--- src/rtl/seg_flags_pkg.sv ---
// Shared segment/flag code constants and decode helper.
// Used by the flag encoder and by seg_flag_decoder.
package seg_flags_pkg;

  localparam logic [6:0] SEG_E     = 7'b0000110;
  localparam logic [6:0] SEG_MINUS = 7'b0111111;
  localparam logic [6:0] SEG_C     = 7'b1000110;
  localparam logic [6:0] SEG_BLANK = 7'b1111111;

  localparam logic [2:0] FLG_Z    = 3'b001;
  localparam logic [2:0] FLG_N    = 3'b010;
  localparam logic [2:0] FLG_C    = 3'b100;
  localparam logic [2:0] FLG_NONE = 3'b000;

  typedef struct packed {
    logic [2:0] flags;
    logic       err;
  } seg_dec_t;

  typedef enum logic {
    S_EMPTY,
    S_FULL
  } hs_state_t;

  function automatic seg_dec_t seg_to_flags(
    input logic [6:0] seg
  );
    seg_dec_t d;
    d.flags = FLG_NONE;
    d.err   = 1'b0;
    unique case (1'b1)
      (seg == SEG_E):     d.flags = FLG_Z;
      (seg == SEG_MINUS): d.flags = FLG_N;
      (seg == SEG_C):     d.flags = FLG_C;
      (seg == SEG_BLANK): d.flags = FLG_NONE;
      default:            d.err   = 1'b1;
    endcase
    return d;
  endfunction

endpackage

--- src/rtl/seg_stability_filter.sv ---
// Samples the segment bus and strobes stable_evt once per new stable pattern.
// Ports: clk, rst, segments_in -> stable_evt, stable_seg.
module seg_stability_filter
  import seg_flags_pkg::*;
#(
  parameter int STABLE_CYCLES = 4
) (
  input  logic       clk,
  input  logic       rst,
  input  logic [6:0] segments_in,
  output logic       stable_evt,
  output logic [6:0] stable_seg
);

  localparam logic [7:0] CNT_MAX = 8'(STABLE_CYCLES);

  logic [6:0] sample_q;
  logic [6:0] last_seg;
  logic [7:0] cnt;

  // Fires once: last_seg catches up with sample_q on the same edge.
  assign stable_evt = (cnt == CNT_MAX) &&
                      (sample_q != last_seg);
  assign stable_seg = sample_q;

  always_ff @(posedge clk) begin
    if (rst) begin
      sample_q <= SEG_BLANK;
      last_seg <= SEG_BLANK;
      cnt      <= CNT_MAX;
    end else begin
      sample_q <= segments_in;
      if (segments_in != sample_q)
        cnt <= 8'd1;
      else if (cnt != CNT_MAX)
        cnt <= cnt + 8'd1;
      if (stable_evt)
        last_seg <= sample_q;
    end
  end

endmodule

--- src/rtl/seg_flag_decoder.sv ---
// Decodes stable 7-seg patterns back to C/N/Z flags over valid/ready.
// Ports: clk, rst, segments_in, out_ready -> flags_C_N_Z, code_err,
// out_valid; err_count only when SEGDEC_ERR_CNT_EN is defined.
module seg_flag_decoder
  import seg_flags_pkg::*;
#(
  parameter int STABLE_CYCLES = 4
) (
  input  logic       clk,
  input  logic       rst,
  input  logic [6:0] segments_in,
  output logic [2:0] flags_C_N_Z,
  output logic       code_err,
  output logic       out_valid,
  input  logic       out_ready
`ifdef SEGDEC_ERR_CNT_EN
  ,
  output logic [7:0] err_count
`endif
);

  logic       evt;
  logic [6:0] seg;
  seg_dec_t   dec;
  hs_state_t  state_q;
  hs_state_t  state_d;

  seg_stability_filter #(
    .STABLE_CYCLES(STABLE_CYCLES)
  ) u_filt (
    .clk        (clk),
    .rst        (rst),
    .segments_in(segments_in),
    .stable_evt (evt),
    .stable_seg (seg)
  );

  assign dec = seg_to_flags(seg);

  always_ff @(posedge clk) begin
    if (rst)
      state_q <= S_EMPTY;
    else
      state_q <= state_d;
  end

  // A new event always wins over a pending result.
  always_comb begin
    state_d = state_q;
    unique case (state_q)
      S_EMPTY: if (evt) state_d = S_FULL;
      S_FULL: begin
        if (evt)
          state_d = S_FULL;
        else if (out_ready)
          state_d = S_EMPTY;
      end
      default: state_d = S_EMPTY;
    endcase
  end

  assign out_valid = (state_q == S_FULL);

  always_ff @(posedge clk) begin
    if (rst) begin
      flags_C_N_Z <= FLG_NONE;
      code_err    <= 1'b0;
    end else if (evt) begin
      flags_C_N_Z <= dec.flags;
      code_err    <= dec.err;
    end
  end

`ifdef SEGDEC_ERR_CNT_EN
  always_ff @(posedge clk) begin
    if (rst)
      err_count <= 8'd0;
    else if (evt && dec.err &&
             err_count != 8'hFF)
      err_count <= err_count + 8'd1;
  end
`endif

endmodule

--- config.mk ---
export PLATFORM = sky130hd
export DESIGN_NAME = seg_flag_decoder
export DESIGN_NICKNAME = d
export VERILOG_FILES = /design/src/rtl/seg_flags_pkg.sv /design/src/rtl/seg_stability_filter.sv /design/src/rtl/seg_flag_decoder.sv
export SDC_FILE = /design/constraint.sdc
export NUM_CORES = 1
export LEC_CHECK = 0
export ABC_AREA = 1
export BUFFER_PORTS_ARGS = -buffer_cell sky130_fd_sc_hd__clkbuf_2
export CAP_MARGIN = 15
export CORE_ASPECT_RATIO = 0.6
export CORE_UTILIZATION = 59
export CTS_BUF_LIST = sky130_fd_sc_hd__clkbuf_8
export CTS_CLUSTER_DIAMETER = 50
export DETAILED_ROUTE_END_ITERATION = 16
export HOLD_SLACK_MARGIN = 0.12
export PLACE_DENSITY = 0.8
export SLEW_MARGIN = 20
export SYNTH_ARGS = -nofsm -noshare
export SYNTH_HDL_FRONTEND = slang
export SYNTH_SLANG_ARGS = --single-unit
--- constraint.sdc ---
create_clock -name clk -period 1.47 [get_ports clk]
set_clock_uncertainty 0.1 [all_clocks]
set_input_delay 0.0735 -clock clk [delete_from_list [all_inputs] [get_ports clk]]
set_output_delay 0.0735 -clock clk [all_outputs]
set_load 0.02 [all_outputs]
==> impl_results.md, run 1 <==
- Top-area cell type share of the netlist area: 0.401
- Status: finished, violations left
- Final hold vios: 0
- Sink Count: 27
- Async SR Flop Fraction: 0
- Final instance area: 1710 um2
- Tightest Pin Transition: 0.313 ns
- DRT antenna net count: 0
- Most numerous cell in the Yosys netlist: nand2_1
- Global-route wire length before repair: 4.80 mm
- Largest cells by area after synthesis: dfxtp_1 (40%), nand2_1 (14%), nand3_1 (9.7%)
- Overall routing resource usage: 0.265
- Worst-path clk slew: 0.09 ns
- Number of remaining DRC errors: 0
- Pre-CTS setup slack: 0.00710 ns
- DR vias/cell: 5.92
- Crit end category: flop
- Pin count of the biggest net entering global routing: 17
- Syn_area_per_cell: 7.32 um2
- DIE AREA: 2480 um2
- Failing checks: setup timing
- Static Leak: 0.824 nW
- Htree depth: 1
- Number of synthesized flops with an enable pin: 0
- CTS tree: done
- # diodes: 0
- Final setup fails: 13
- Hold_ws: 0.368 ns
- Top FF cell, synth: dfxtp_1
- Min Tclk post-route: 1.54 ns
- Total CTS buffers: 3
- Area grow syn2layout: 27.3%
- WL final: 4.18 mm
- CP Launch Type: flop
- Seq/Total Area, Yosys: 0.401
- Layout cells sized above 1: 0.267
- Core Util, Final: 0.858
- DRT iter0 DRCs: 203
- Clk root buf: clkbuf_8
- I/O Buffers: 14
- Rows: 12
- Chip Width: 63.7 um
- Synth Net Count: 196
- Seq cells post-synth: 27
- RSZ-0062 raised after global routing: true
- Critical Setup Path Class: flop to flop
- Critical Path RT: 1.58 ns
- Boundary Pins: 15
- Hpwl dp: 2.19 mm
- Vias in the first global route: 1158
- Pins Over Slew Limit: 0
- Cell count after synthesis: 184
- Initial Utilization: 0.674
- GP Congestion: 0.839
- Worst-Skew Late Latency: 0.27 ns
- Worst min path class: primary input to flop
- Yosys cell types: 26
- Most common library cells after synthesis: nand2_1 (51), dfxtp_1 (27), nand3_1 (26)
- Max Fclk: 0.648 GHz
- Max-Cap Viols: 0
- First-pass iteration count of the detailed router: 6
- Post-synth top area cell: dfxtp_1
- Synthesized area: 1350 um2
- Arrival @ worst endpoint: 1.65 ns
- PwrDens: 904 nW/um2
- Rel. slew slack: 0.790
- Sum Neg Setup Slack: -0.462 ns
- Final Cycle Share: 1.05
- Die H: 39 um
- DR WL/cell: 17.1 um
- Synthesis Warnings: 0
- Filler instances: 116
- Worst VDD drop: 647 uV
- Core region area: 2000 um2
- Clock buffer depth: 2
- Total gr overflow: 0
- Vias: 1450
- Initial antenna violation count: 0
- Fin worst setup slack: -0.0736 ns
- Dpl cell area: 1490 um2
- Fin nets: 230
- Worst-path maximum fanout: 5
## registers in the layout, indices dropped and copies added, names as in the netlist
signal             flops
code_err               1
flags_C_N_Z            3
out_valid              1
u_filt.cnt             8
u_filt.last_seg        7
u_filt.stable_seg      7
## through the flow
stage | instances | power [W]
6_report | 245 | 0.00155
5_1_grt | 245 | 0.00161
4_1_cts | 245 | 0.00149
3_5_place_dp | 232 | 0.00107
3_3_place_gp | 232 | 0.00106
2_1_floorplan | 184 | 0.000995
## layout by cell type, fill, tap and decap left out, drive strengths merged
cell type / Yosys / layout
nand2: 53 / 54
nand3: 28 / 28
dfxtp: 27 / 27
nor2: 21 / 22
inv: 20 / 21
clkbuf: 1 / 13
buf: 2 / 11
dlygate4sd3: 0 / 9
xnor2: 7 / 7
a21oi: 7 / 7
xor2: 5 / 5
or2: 3 / 3
nor3: 2 / 2
nand4: 2 / 2
o21ai: 2 / 2
ha: 2 / 2
clkinvlp: 0 / 1
a31oi: 1 / 1
## final cells by class
| class | instances | area, um2 | area share |
|---|---|---|---|
| clock buffers | 3 | 41.3 | 0.0241 |
| clock inverters | 1 | 3.75 | 0.00219 |
| inverters | 21 | 85.1 | 0.0496 |
| multi-input cells | 135 | 777 | 0.453 |
| flip-flops and latches | 27 | 549 | 0.320 |
| well taps | 28 | 35.0 | 0.0204 |
| repair buffers | 30 | 223 | 0.130 |
## per-layer routing
metal / share of wire / track usage / vias to the layer above / wire, um
met5: 0 / 0 / - / 0
met4: 0.068 / 0.0455 / 0 / 283
met3: 0.10 / 0.0588 / 44 / 426
met2: 0.45 / 0.495 / 111 / 1890
met1: 0.38 / 0.322 / 644 / 1590
li1: - / - / 651 / -
## final timing paths
check	endpoint	cells past startpoint	start	slack, ns
worst max-delay path	u_filt.last_seg[0]	6	u_filt.cnt[4]	-0.07
worst max register to register	u_filt.last_seg[0]	6	u_filt.cnt[4]	-0.07
worst min register to register	u_filt.last_seg[2]	2	u_filt.last_seg[2]	0.39
worst min-delay path	u_filt.stable_seg[2]	3	segments_in[2]	0.37
## critical path: stages (launching register included)
cell	delay, ns
dfxtp_1	0.36
nor2_1	0.19
nand2_1	0.21
nor2_4	0.24
buf_4	0.16
nand3_1	0.11
nand3_1	0.11
## logic make-up (layout without fill, tap and decap cells)
family	after synthesis	after routing	synth area share
AO/OA/AOI/OAI	10	10	0.0465
XOR/XNOR	12	12	0.0781
adder cells (fa/ha/maj)	2	2	0.0186
buffers and inverters	24	55	0.0781
flip-flops	27	27	0.401
AND/OR/NAND/NOR	109	111	0.377
## where the power goes
part | total, W | switching, W | internal (W) | leakage, nW
combinational | 0.000331 | 0.000201 | 0.000130 | 0.574
sequential | 0.000806 | 0.0000364 | 0.000770 | 0.223
clock | 0.000413 | 0.000226 | 0.000187 | 0.0269
## what timing repair did
action / CTS / global route
setup endpoints to repair: 0 / 20
buffers inserted: 0 / 2
hold endpoints to repair: 9 / 0
hold buffers: 9 / 0
gates resized for setup: 0 / 23
No activity file was read; power rests on OpenSTA's default activity.
==> inputs of run 2 (changes only) <==
CORE_ASPECT_RATIO = 1.25   (was 0.6)
==> run 2 against run 1 <==
The run now ends clean. Worst hold slack improved by 0.019 ns. Wire length fell by 27%. Fmax rose by 9.0%. Count of clock-buffer cells in the layout did not move. Register-to-register slack improved by 0.13 ns. Sequential power barely moved. Critical path type unchanged. Highest routed layer unchanged.
==> impl_results.md, run 2 (synthesized netlist as in run 1, its figures left out) <==
- Status: complete, no violations
- Pin count of the biggest net entering global routing: 20
- Total chip power: 0.00151 W
- Worst-path maximum fanout: 7
- Worst min path class: flop to flop
- Final hold vios: 0
- CTS tree: done
- Chip Width: 44.7 um
- Arrival @ worst endpoint: 1.53 ns
- Max FFs per register: 8
- Tightest Pin Transition: 0.314 ns
- Hold_ws: 0.388 ns
- Vias in the first global route: 1175
- WL final: 3.07 mm
- Initial Utilization: 0.616
- Overall routing resource usage: 0.255
- Dpl cell area: 1470 um2
- Max incr delay on CP: 0.35 ns
- Pins Over Slew Limit: 0
- WP buf/inv: 2
- Rel. slew slack: 0.789
- Commonest non-fill, non-tap cell in the layout: nand2_1
- Sum Neg Setup Slack: 0 ns
- Static Leak: 0.812 nW
- First-pass iteration count of the detailed router: 4
- Vias: 1256
- R2r setup slk: 0.05 ns
- PwrDens: 901 nW/um2
- Boundary Pins: 15
- Global-route wire length before repair: 4.77 mm
- Rows: 19
- Number of remaining DRC errors: 0
- Clock buffer depth: 2
- Htree depth: 1
- Total CTS buffers: 3
- Most frequent cells in the layout: nand2_1 (51), nand3_1 (26), dfxtp_1 (20), inv_1 (17), nor2_1 (17)
- I/O Buffers: 14
- Min Tclk post-route: 1.42 ns
- Reg with most FFs: u_filt.cnt
- Layout cells sized above 1: 0.244
- Filler instances: 158
- DIE AREA: 2480 um2
- Worst hold path stage count: 2
- Total gr overflow: 0
- Crit end category: flop
- Max-Cap Viols: 0
- Crit-path cells: inv_1, ha_4, nand3_4, nor2_8, buf_4, a21oi_1, nor2_1
- Sequential cell area: 549 um2
- Max Fclk: 0.706 GHz
- GP Congestion: 0.797
- Initial antenna violation count: 0
- Final Cycle Share: 0.963
- R2R depth: 7
- Die H: 55.4 um
- Clk root buf: clkbuf_8
- Critical Setup Path Class: flop to flop
- Final setup fails: 0
- Footprint of the multi-input gates: 744 um2
- # diodes: 0
- Worst-Skew Late Latency: 0.28 ns
- DR vias/cell: 5.06
- Final instance area: 1680 um2
- Stages on the worst setup path: 7
- DRT antenna net count: 0
- Hpwl dp: 1.98 mm
- Slowest CP cell: dfxtp_2
- Sink Count: 27
- Area grow syn2layout: 24.6%
- Worst-path clk slew: 0.09 ns
- CP Launch Type: flop
- DRT iter0 DRCs: 36
- Core region area: 2190 um2
- Fin nets: 230
- Core Util, Final: 0.767
- Worst VDD drop: 726 uV
- Critical Path RT: 1.58 ns
- Delay-heaviest family, CP: simple AND/OR/NAND/NOR gates
- DR WL/cell: 12.4 um
==> run 2: cell count changes in the layout (fill, tap and decap cells not counted), sizes merged <==
cell,previous run,this run
nand2,54,53
clkinv,0,2
inv,21,20
clkbuf,13,17
clkinvlp,1,0
buf,11,8
==> run 2: through the flow <==
stage          setup WS, ns  cells
2_1_floorplan         0.147    184
3_3_place_gp         0.0850    231
3_5_place_dp         0.0132    231
4_1_cts              0.0131    244
5_1_grt             -0.0390    248
6_report             0.0540    248
==> run 2: final timing paths <==
kind | from | to
setup / recovery | u_filt.cnt[1] | flags_C_N_Z[0]
hold reg to reg | u_filt.last_seg[6] | u_filt.last_seg[6]
hold / removal | u_filt.last_seg[6] | u_filt.last_seg[6]
setup reg to reg | u_filt.cnt[1] | flags_C_N_Z[0]
==> run 2: power breakdown <==
part | internal, W | switching, W | leakage (nW)
registers | 0.000772 | 0.0000367 | 0.222
logic | 0.000125 | 0.000156 | 0.564
clock network | 0.000190 | 0.000231 | 0.0255
==> run 2: layout make-up <==
cell class | instances | area share
Multi-Input combinational cell | 134 | 0.444
Sequential cell | 27 | 0.327
Timing Repair Buffer | 31 | 0.131
Inverter | 21 | 0.0470
Clock buffer | 3 | 0.0246
Tap cell | 31 | 0.0231
Clock inverter | 1 | 0.00298
==> run 2: per-layer routing <==
metal | wire [um] | vias to the layer above | track usage
met5 | 0 | - | 0
met4 | 72 | 0 | 0.0952
met3 | 89 | 8 | 0.0294
met2 | 1630 | 30 | 0.450
met1 | 1280 | 567 | 0.304
li1 | - | 651 | -
==> run 2: what timing repair did <==
item / in CTS / in global routing
pin swaps: 1 / 1
endpoints found under the hold margin: 9 / 0
setup buffers: 0 / 3
hold buffers: 9 / 0
cloned: 0 / 1
endpoints found under the setup margin: 3 / 19
gates resized for setup: 0 / 12
==> run 2: worst reg2reg max path, delay by kind of cell, from the launching register on <==
family	cells	cell delay, ns
DFF	1	0.35
and+or+nand+nor	3	0.46
AOI/OAI and AO/OA	1	0.06
adders and majority gates	1	0.14
buffers and inverters	2	0.24
==> inputs of run 3 (changes only) <==
CORE_ASPECT_RATIO = not set   (was 1.25)
==> run 3 against run 2 <==
Final cell count shrank 1.2%. Critical path depth grew 1. Die area is essentially flat. Non-clock buffer count is the same. Power grew 1.5%. Clock power is essentially flat. Wire length grew 3.5%. Fmax shrank 0.96%. Critical endpoint is now flags_C_N_Z[1]. Highest routed layer unchanged.
==> impl_results.md, run 3 (synthesized netlist as in run 1, its figures left out) <==
- Pre-CTS setup slack: 0.0150 ns
- GR Layer Usage met3: 0.0340
- Total CTS buffers: 3
- Gr busiest metal: met2
- Worst-Skew Late Latency: 0.27 ns
- DIE AREA: 2480 um2
- Max FFs per register: 8
- Met1 usage: 0.296
- DR WL/cell: 13.0 um
- Clk root buf: clkbuf_8
- I/O Buffers: 14
- Fin nets: 231
- Filler instances: 120
- Final setup fails: 0
- CTS tree: done
- Dpl cell area: 1450 um2
- Reg with most FFs: u_filt.cnt
- Global-route wire length before repair: 4.66 mm
- Pins Over Slew Limit: 0
- Arrival @ worst endpoint: 1.51 ns
- Chip Width: 49.8 um
- Most frequent cells in the layout: nand2_1 (49), nand3_1 (26), dfxtp_1 (18), inv_1 (17), nor2_1 (15)
- Hold_ws: 0.366 ns
- Rows: 16
- Worst hold start: segments_in[2]
- Area grow syn2layout: 28.7%
- Footprint of the multi-input gates: 766 um2
- Total gr overflow: 0
- GP Congestion: 0.839
- Number of remaining DRC errors: 0
- Tightest Pin Transition: 0.317 ns
- Min Tclk post-route: 1.43 ns
- Die H: 49.8 um
- Htree depth: 1
- Commonest non-fill, non-tap cell in the layout: nand2_1
- Rel. slew slack: 0.787
- R2R Path Start: u_filt.cnt[1]
- DRT iter0 DRCs: 44
- Overall routing resource usage: 0.244
- DR vias/cell: 5.31
- Worst min path class: primary input to flop
- Worst VDD drop: 636 uV
- Final instance area: 1730 um2
- RSZ-0062 raised after global routing: true
- PwrDens: 885 nW/um2
- Clock buffer depth: 2
- Critical Setup Path Class: flop to flop
- Core region area: 2060 um2
- CP Launch Type: flop
- Initial antenna violation count: 0
- Initial Utilization: 0.653
- First-pass iteration count of the detailed router: 4
- Final Cycle Share: 0.973
- R2R depth: 8
- Hpwl dp: 1.90 mm
- Final hold vios: 0
- Sequential cell area: 557 um2
- Layout cells sized above 1: 0.257
- Sink Count: 27
- Pin count of the biggest net entering global routing: 17
- Static Leak: 0.853 nW
- Met2 usage: 0.437
- Sum Neg Setup Slack: 0 ns
- Critical Path RT: 1.55 ns
- Vias: 1300
- Crit end category: flop
- DRT antenna net count: 0
- Crit. Startpoint: u_filt.cnt[1]
- Vias in the first global route: 1118
- Max Fclk: 0.699 GHz
- Worst-path maximum fanout: 6
- Worst hold path stage count: 3
- # diodes: 0
- Status: complete, no violations
- WL final: 3.18 mm
- Boundary Pins: 15
- Max-Cap Viols: 0
- Worst-path clk slew: 0.09 ns
- Fin worst setup slack: 0.0403 ns
## run 3: cell count changes in the layout (fill, tap and decap cells not counted), sizes merged
cell          before  now
clkbuf            17   13
dlymetal6s4s       0    3
buf                8    9
nand2             53   54
## run 3: repair_timing
action                     CTS  global route
setup buffers                0             5
resized for setup            0            27
setup endpoints to repair    0            20
hold endpoints to repair     9             3
hold buffers                 9             3
## run 3: stage by stage
stage	power [W]	instances	utilization
floorplan	0.000995	184	-
global placement	0.00105	226	0.705
detailed placement	0.00106	226	0.705
CTS	0.00147	239	0.771
global route	0.00159	245	0.840
finish	0.00153	245	0.840
## run 3: critical path: stages (launching register included)
cell,delay [ns]
dfxtp_2,0.34
inv_1,0.05
ha_2,0.18
nand3_4,0.12
nor2_8,0.18
buf_4,0.15
nand3_1,0.08
nand2_1,0.08
nor2_1,0.05
## run 3: cell type report
class / count / share of cell area
clock buffers: 3 / 0.0238
clock inverters: 1 / 0.00289
inverters: 21 / 0.0469
multi-input cells: 135 / 0.442
flip-flops and latches: 27 / 0.321
well taps: 27 / 0.0195
repair buffers: 31 / 0.144
## run 3: worst paths after layout
check	end	slack (ns)
hold reg to reg	out_valid	0.38
hold / removal	u_filt.stable_seg[2]	0.37
setup / recovery	flags_C_N_Z[1]	0.04
setup reg to reg	flags_C_N_Z[1]	0.04
## run 3: metal layers
| layer | part of all wire | up-vias |
|---|---|---|
| li1 | - | 650 |
| met1 | 0.44 | 602 |
| met2 | 0.51 | 36 |
| met3 | 0.037 | 12 |
| met4 | 0.021 | 0 |
| met5 | 0 | - |
## run 3: report_power, final
part	internal (W)	switching, W
Clock	0.000190	0.000230
Sequential	0.000770	0.0000382
Combinational	0.000131	0.000173
